===== config.mk =====
export PLATFORM = sky130hd
export DESIGN_NAME = hps_mac_ctrl
export DESIGN_NICKNAME = d
export VERILOG_FILES = /design/src/rtl/hps_mac_ctrl.sv
export SDC_FILE = /design/constraint.sdc
export NUM_CORES = 1
export LEC_CHECK = 0
export CAP_MARGIN = 20
export CELL_PAD_IN_SITES_DETAIL_PLACEMENT = 0
export CELL_PAD_IN_SITES_GLOBAL_PLACEMENT = 1
export CORE_ASPECT_RATIO = 1.75
export CORE_MARGIN = 1
export CORE_UTILIZATION = 50
export CTS_CLUSTER_SIZE = 14
export DETAILED_ROUTE_END_ITERATION = 6
export DONT_BUFFER_PORTS = 1
export PLACE_DENSITY_LB_ADDON = 0.1
export SETUP_SLACK_MARGIN = 0.15
export SLEW_MARGIN = 30
export SYNTH_ARGS = -nofsm -noshare
export SYNTH_HDL_FRONTEND = slang
export SYNTH_SLANG_ARGS = --single-unit

===== constraint.sdc =====
create_clock -name clk -period 7.6 [get_ports clk]
set_clock_uncertainty 0.15 [all_clocks]
set_input_delay 0.76 -clock clk [delete_from_list [all_inputs] [get_ports clk]]
set_output_delay 0.76 -clock clk [all_outputs]
set_load 0.05 [all_outputs]

===== src/rtl/hps_mac_ctrl.sv =====
`default_nettype none
// ============================================================================
// Module   : hps_mac_ctrl
// Brief    : Job controller for a precision-scalable MAC. Issues operand pairs
//            to an external 2-cycle multiplier and accumulates its products.
//            Define HPS_MAC_CTRL_SAT_EN for saturating accumulation.
// Revision : 1.0
// ============================================================================
module hps_mac_ctrl #(
  parameter int ACC_W = 24,
  parameter int LEN_W = 8
) (
  input  logic             clk,
  input  logic             rst,
  input  logic             start_valid,
  output logic             start_ready,
  input  logic [1:0]       start_mode,
  input  logic [LEN_W-1:0] start_len,
  input  logic             in_valid,
  output logic             in_ready,
  input  logic [7:0]       in_x,
  input  logic [7:0]       in_y,
  output logic [7:0]       mul_x,
  output logic [7:0]       mul_y,
  output logic [1:0]       mul_mode,
  input  logic [15:0]      mul_p,
  output logic             out_valid,
  input  logic             out_ready,
  output logic [ACC_W-1:0] out_acc,
  output logic             out_err
);

  localparam logic [1:0] c_ST_IDLE      = 2'd0;
  localparam logic [1:0] c_ST_RUN       = 2'd1;
  localparam logic [1:0] c_ST_DRAIN     = 2'd2;
  localparam logic [1:0] c_ST_DONE      = 2'd3;
  localparam logic [1:0] c_MODE_ILLEGAL = 2'b01;
  localparam logic [1:0] c_MODE_IDLE    = 2'b11;

  logic [1:0]       r_state;
  logic [1:0]       w_state_nxt;
  logic             r_alive;
  logic [1:0]       r_mode;
  logic [LEN_W:0]   r_len;
  logic [LEN_W:0]   r_issued;
  logic             r_v1;
  logic             r_v2;
  logic [7:0]       r_mul_x;
  logic [7:0]       r_mul_y;
  logic [ACC_W-1:0] r_acc;
  logic [ACC_W-1:0] w_acc_nxt;
  logic [ACC_W-1:0] w_prod;
  logic             r_err;
  logic             r_sat;
  logic             w_sat_set;
  logic             w_start_hs;
  logic             w_in_hs;
  logic             w_out_hs;
  logic             w_v0;
  logic             w_last_issue;

  assign w_start_hs   = start_valid & start_ready;
  assign w_in_hs      = in_valid & in_ready;
  assign w_out_hs     = out_valid & out_ready;
  assign w_v0         = w_in_hs;
  assign w_last_issue = w_in_hs && ((r_issued + 1'b1) == r_len);

  // Operands pass straight through on an issue and are held otherwise.
  assign mul_x   = w_in_hs ? in_x : r_mul_x;
  assign mul_y   = w_in_hs ? in_y : r_mul_y;
  assign out_acc = r_acc;
  assign out_err = r_err;
  assign w_prod  = ACC_W'($signed(mul_p));

`ifdef HPS_MAC_CTRL_SAT_EN
  logic [ACC_W:0] w_sum;
  assign w_sum = {r_acc[ACC_W-1], r_acc} + {w_prod[ACC_W-1], w_prod};

  // Overflow when the two top bits of the widened sum disagree.
  always_comb begin
    w_sat_set = (w_sum[ACC_W] != w_sum[ACC_W-1]);
    if (!w_sat_set)
      w_acc_nxt = w_sum[ACC_W-1:0];
    else if (w_sum[ACC_W])
      w_acc_nxt = {1'b1, {(ACC_W-1){1'b0}}};
    else
      w_acc_nxt = {1'b0, {(ACC_W-1){1'b1}}};
  end
`else
  assign w_acc_nxt = r_acc + w_prod;
  assign w_sat_set = 1'b0;
`endif

  always_ff @(posedge clk or posedge rst) begin
    if (rst)
      r_state <= c_ST_IDLE;
    else
      r_state <= w_state_nxt;
  end

  always_comb begin
    w_state_nxt = r_state;
    case (r_state)
      c_ST_IDLE: begin
        if (w_start_hs)
          w_state_nxt = (start_mode == c_MODE_ILLEGAL) ? c_ST_DONE : c_ST_RUN;
      end
      c_ST_RUN: begin
        if (w_last_issue)
          w_state_nxt = c_ST_DRAIN;
      end
      c_ST_DRAIN: begin
        // The product in stage 2 is folded in on this same edge.
        if (!w_v0 && !r_v1)
          w_state_nxt = c_ST_DONE;
      end
      c_ST_DONE: begin
        if (w_out_hs)
          w_state_nxt = c_ST_IDLE;
      end
      default: w_state_nxt = c_ST_IDLE;
    endcase
  end

  always_comb begin
    start_ready = 1'b0;
    in_ready    = 1'b0;
    out_valid   = 1'b0;
    mul_mode    = r_mode;
    case (r_state)
      c_ST_IDLE: begin
        start_ready = r_alive;
        mul_mode    = c_MODE_IDLE;
      end
      c_ST_RUN:  in_ready  = (r_issued < r_len);
      c_ST_DONE: out_valid = 1'b1;
      default: ;
    endcase
  end

  always_ff @(posedge clk or posedge rst) begin
    if (rst) begin
      r_alive  <= 1'b0;
      r_mode   <= c_MODE_IDLE;
      r_len    <= '0;
      r_issued <= '0;
      r_v1     <= 1'b0;
      r_v2     <= 1'b0;
      r_mul_x  <= '0;
      r_mul_y  <= '0;
      r_acc    <= '0;
      r_err    <= 1'b0;
      r_sat    <= 1'b0;
    end else begin
      r_alive <= 1'b1;
      r_v1    <= w_v0;
      r_v2    <= r_v1;
      if (w_in_hs) begin
        r_mul_x  <= in_x;
        r_mul_y  <= in_y;
        r_issued <= r_issued + 1'b1;
      end
      if (w_start_hs) begin
        r_mode   <= start_mode;
        r_len    <= (start_len == '0) ? {1'b1, {LEN_W{1'b0}}} : {1'b0, start_len};
        r_issued <= '0;
        r_acc    <= '0;
        r_sat    <= 1'b0;
        r_err    <= (start_mode == c_MODE_ILLEGAL);
      end else if (r_v2 && !r_sat) begin
        r_acc <= w_acc_nxt;
        r_sat <= w_sat_set;
      end
    end
  end

endmodule
`default_nettype wire

==> impl_results.md <==
* Vias at 3523
* GR Util met1 at 26.3%
* DRT Pass-1 Iters at 5
* GR Util met2 at 44.5%
* Async S/R FF share, synth at 100%
* Die area at 9170 sq um
* Ratio of cells with drive above 1 in the final layout at 11.5%
* Maximum vdd drop at 336 uV
* CP Launch Type: flip-flop
* Die width at 72.8 um
* Slew @ Worst Pin at 0.638 ns
* Total CTS buffers at 9
* Ant. Diodes at 0
* Clock Latency Late Sink at 0.33 ns
* Boundary Pins at 93
* CTS sink cnt at 66
* CP Launch Point: r_issued[1]$_DFFE_PP0P_
* Status: complete, no violations
* Largest area contributor in the netlist: dfrtp_1
* Number of synthesized flops with an enable pin at 0
* Depth of the worst register-to-register path at 9
* Reg2reg end: out_acc[22]$_DFFE_PP0P_
* Worst EP arrival at 2.84 ns
* Most common cell after layout, fill and taps aside: dfrtp_1
* Syn. warnings at 0
* FP Rows at 44
* Core area at 8420 sq um
* Fillers at 785
* Synth cell types at 62
* Vias per cell at 5.94
* Global routing's busiest layer: met2
* Seq/Total Area, Yosys at 37.7%
* Leading cell types in the layout, fill and taps excluded: 64 x dfrtp_1, 42 x nand2_1, 38 x o21ai_0, 37 x ha_1
* Setup crit end: mul_x[6]
* Setup-failing EPs final at 0
* Hold Path Class: flip-flop to flip-flop
* Leak pwr at 2.10 nW
* Share of the synthesized area in the top cell type at 36.5%
* RSZ-0062 raised after global routing: no
* Critical path required time at 6.69 ns
* Grt ovf at 0
* IO Port Bufs at 0
* DP Cell Count at 577
* Levels on crit path at 8
* Routed wire per std cell at 17.8 um
* Worst Setup End Kind: output pin
* Net count, final at 558
* Die H at 126 um
* First-pass GRT wire length at 17300 um
* GPL Wtd Cong at 0.891
* Max Clk Rate at 267 MHz
* Cells along the critical path: ha_1, nor2b_1, o21a_1, o21ai_0, a21o_1, a21oi_2, buf_4, mux2_2
* WS Path Type: flip-flop to output pin
* Clock Pin Slew Worst Setup and Hold Paths at 0.06 ns
* Drt drc at 0
* DP Wirelength at 8080 um
* P&R area growth vs syn at 9.09%
* Pwr Total at 2.48 mW
* Max Cap Viol at 0
* Fin cells at 593
* Syn avg cell area at 9.28 sq um
* Post-synth top flop: dfrtp_1
* Syn nets at 558
* Longest Clk Path Bufs at 2
* Slowest-stage cell, CP: mux2_2
* H-tree levels at 3
* Largest net degree at the start of global routing at 46
* Initial core utilization at 52.1%
* Buf/Inv on CP at 1
* DRT antenna net count at 0
* GR Util met3 at 4.64%
* Critical path's largest stage delay at 0.50 ns
* Final period util at 49.3%
* Vias in the first global route at 3533
* Syn Inst Count at 473
* Worst rel slew slack at 57.2%
* Worst reg2reg path startpoint: out_acc[0]$_DFFE_PP0P_
* PwrDens at 517 nW/um^2
* Post-CTS resize count at 0
* Final WL at 10600 um
* Cell area after synthesis at 4390 sq um
* Setup TNS at 0 ns
* Synth top area cells: dfrtp_1 36%, ha_1 11%, mux2_2 4.4%
* Max FO, Critical Path at 21
* FF-to-FF setup slack at 4.38 ns
* Final hold violation count at 0
* Initial antenna violation count at 0
* Hold Buf Count CTS at 0
* Cell family with most CP delay: compound AO/OA/AOI/OAI gates
* Initial DRC Count at 177
* Setup Buffers After CTS at 0
* TritonCTS clock tree: yes
* Final Max Slew Viols at 0
* Synth Register Bits at 66
* Total GRT Usage at 24.7%
* Clk root buf: clkbuf_16
* Fin crit period at 3.75 ns
## state kept, by name (all words and copies together) (netlist names)
register and flops:
r_issued 9, r_state 2, r_mul_y 8, r_mode 2, r_v1 1, r_alive 1
r_mul_x 8, r_v2 1, out_acc 24, r_len 9, out_err 1
## metrics by stage
stage	setup WS [ns]	hold WS (ns)	instance area, sq um	util [%]
after global placement	4.21	0.207	4510	53.5
final	3.85	0.227	4790	56.9
after global routing	3.60	0.254	4790	56.9
after floorplan	4.26	0.199	4390	-
after detailed placement	4.15	0.218	4510	53.6
after CTS	3.79	0.227	4790	56.9
## area by class of cell
| cell class | instances | area (sq um) | area share, % |
|---|---|---|---|
| Inverter | 24 | 90.1 | 1.88 |
| Clock buffer | 9 | 225 | 4.70 |
| Clock inverter | 7 | 53.8 | 1.12 |
| Timing Repair Buffer | 4 | 30.0 | 0.627 |
| Multi-Input combinational cell | 368 | 2590 | 54.1 |
| Sequential cell | 66 | 1650 | 34.5 |
| Tap cell | 115 | 144 | 3.00 |
## per-layer routing
| metal | routed length [um] | vias up |
|---|---|---|
| li1 | - | 1713 |
| met1 | 3800 | 1685 |
| met2 | 5960 | 94 |
| met3 | 407 | 31 |
| met4 | 405 | 0 |
| met5 | 0 | - |
## worst min-delay path by stage
stage | slack, ns | end | start | depth (start not counted)
after floorplan | 0.20 | r_v2$_DFF_PP0_ | r_v1$_DFF_PP0_ | 0
after global placement | 0.21 | r_v2$_DFF_PP0_ | r_v1$_DFF_PP0_ | 0
after detailed placement | 0.22 | r_v2$_DFF_PP0_ | r_v1$_DFF_PP0_ | 0
after CTS | 0.23 | r_v2$_DFF_PP0_ | r_v1$_DFF_PP0_ | 0
after global routing | 0.25 | r_v2$_DFF_PP0_ | r_v1$_DFF_PP0_ | 0
final | 0.23 | r_v2$_DFF_PP0_ | r_v1$_DFF_PP0_ | 0
## cells in the mapped netlist (3+ instances only)
master and instances:
nand2_1 42, nor2b_1 5, mux2i_1 9, or2_2 4, a21o_1 10, a21oi_1 31
o21a_1 4, nor3_1 8, o21ai_0 38, nand3_1 13, o211ai_1 3, nand4_1 3
mux2_2 17, clkbuf_1 11, xor2_1 8, nor2_1 30, inv_1 24, nand3b_1 6
and3_1 4, a31oi_1 5, or3_1 12, xnor2_1 12, and3b_1 3, ha_1 37
and2_1 5, o21bai_1 3, dfrtp_1 64, a211oi_1 12, nand2b_1 9
## power breakdown
group / internal [mW] / switching [mW]
logic: 0.435 / 0.810
registers: 0.507 / 0.339
clock network: 0.223 / 0.164
total: 1.17 / 1.31
## logic make-up (layout without fill, tap and decap cells)
group	Yosys count	in the layout	share of synthesized area, %
xor gates and xnor gates	20	20	3.99
DFF	66	66	37.7
other	1	1	0.0854
and+or+nand+nor	153	153	17.9
adders and majority gates	38	38	11.0
muxes	26	26	6.41
buffers and inverters	39	44	3.45
AOI/OAI and AO/OA	130	130	19.5
No activity file was read; power rests on OpenSTA's default activity.
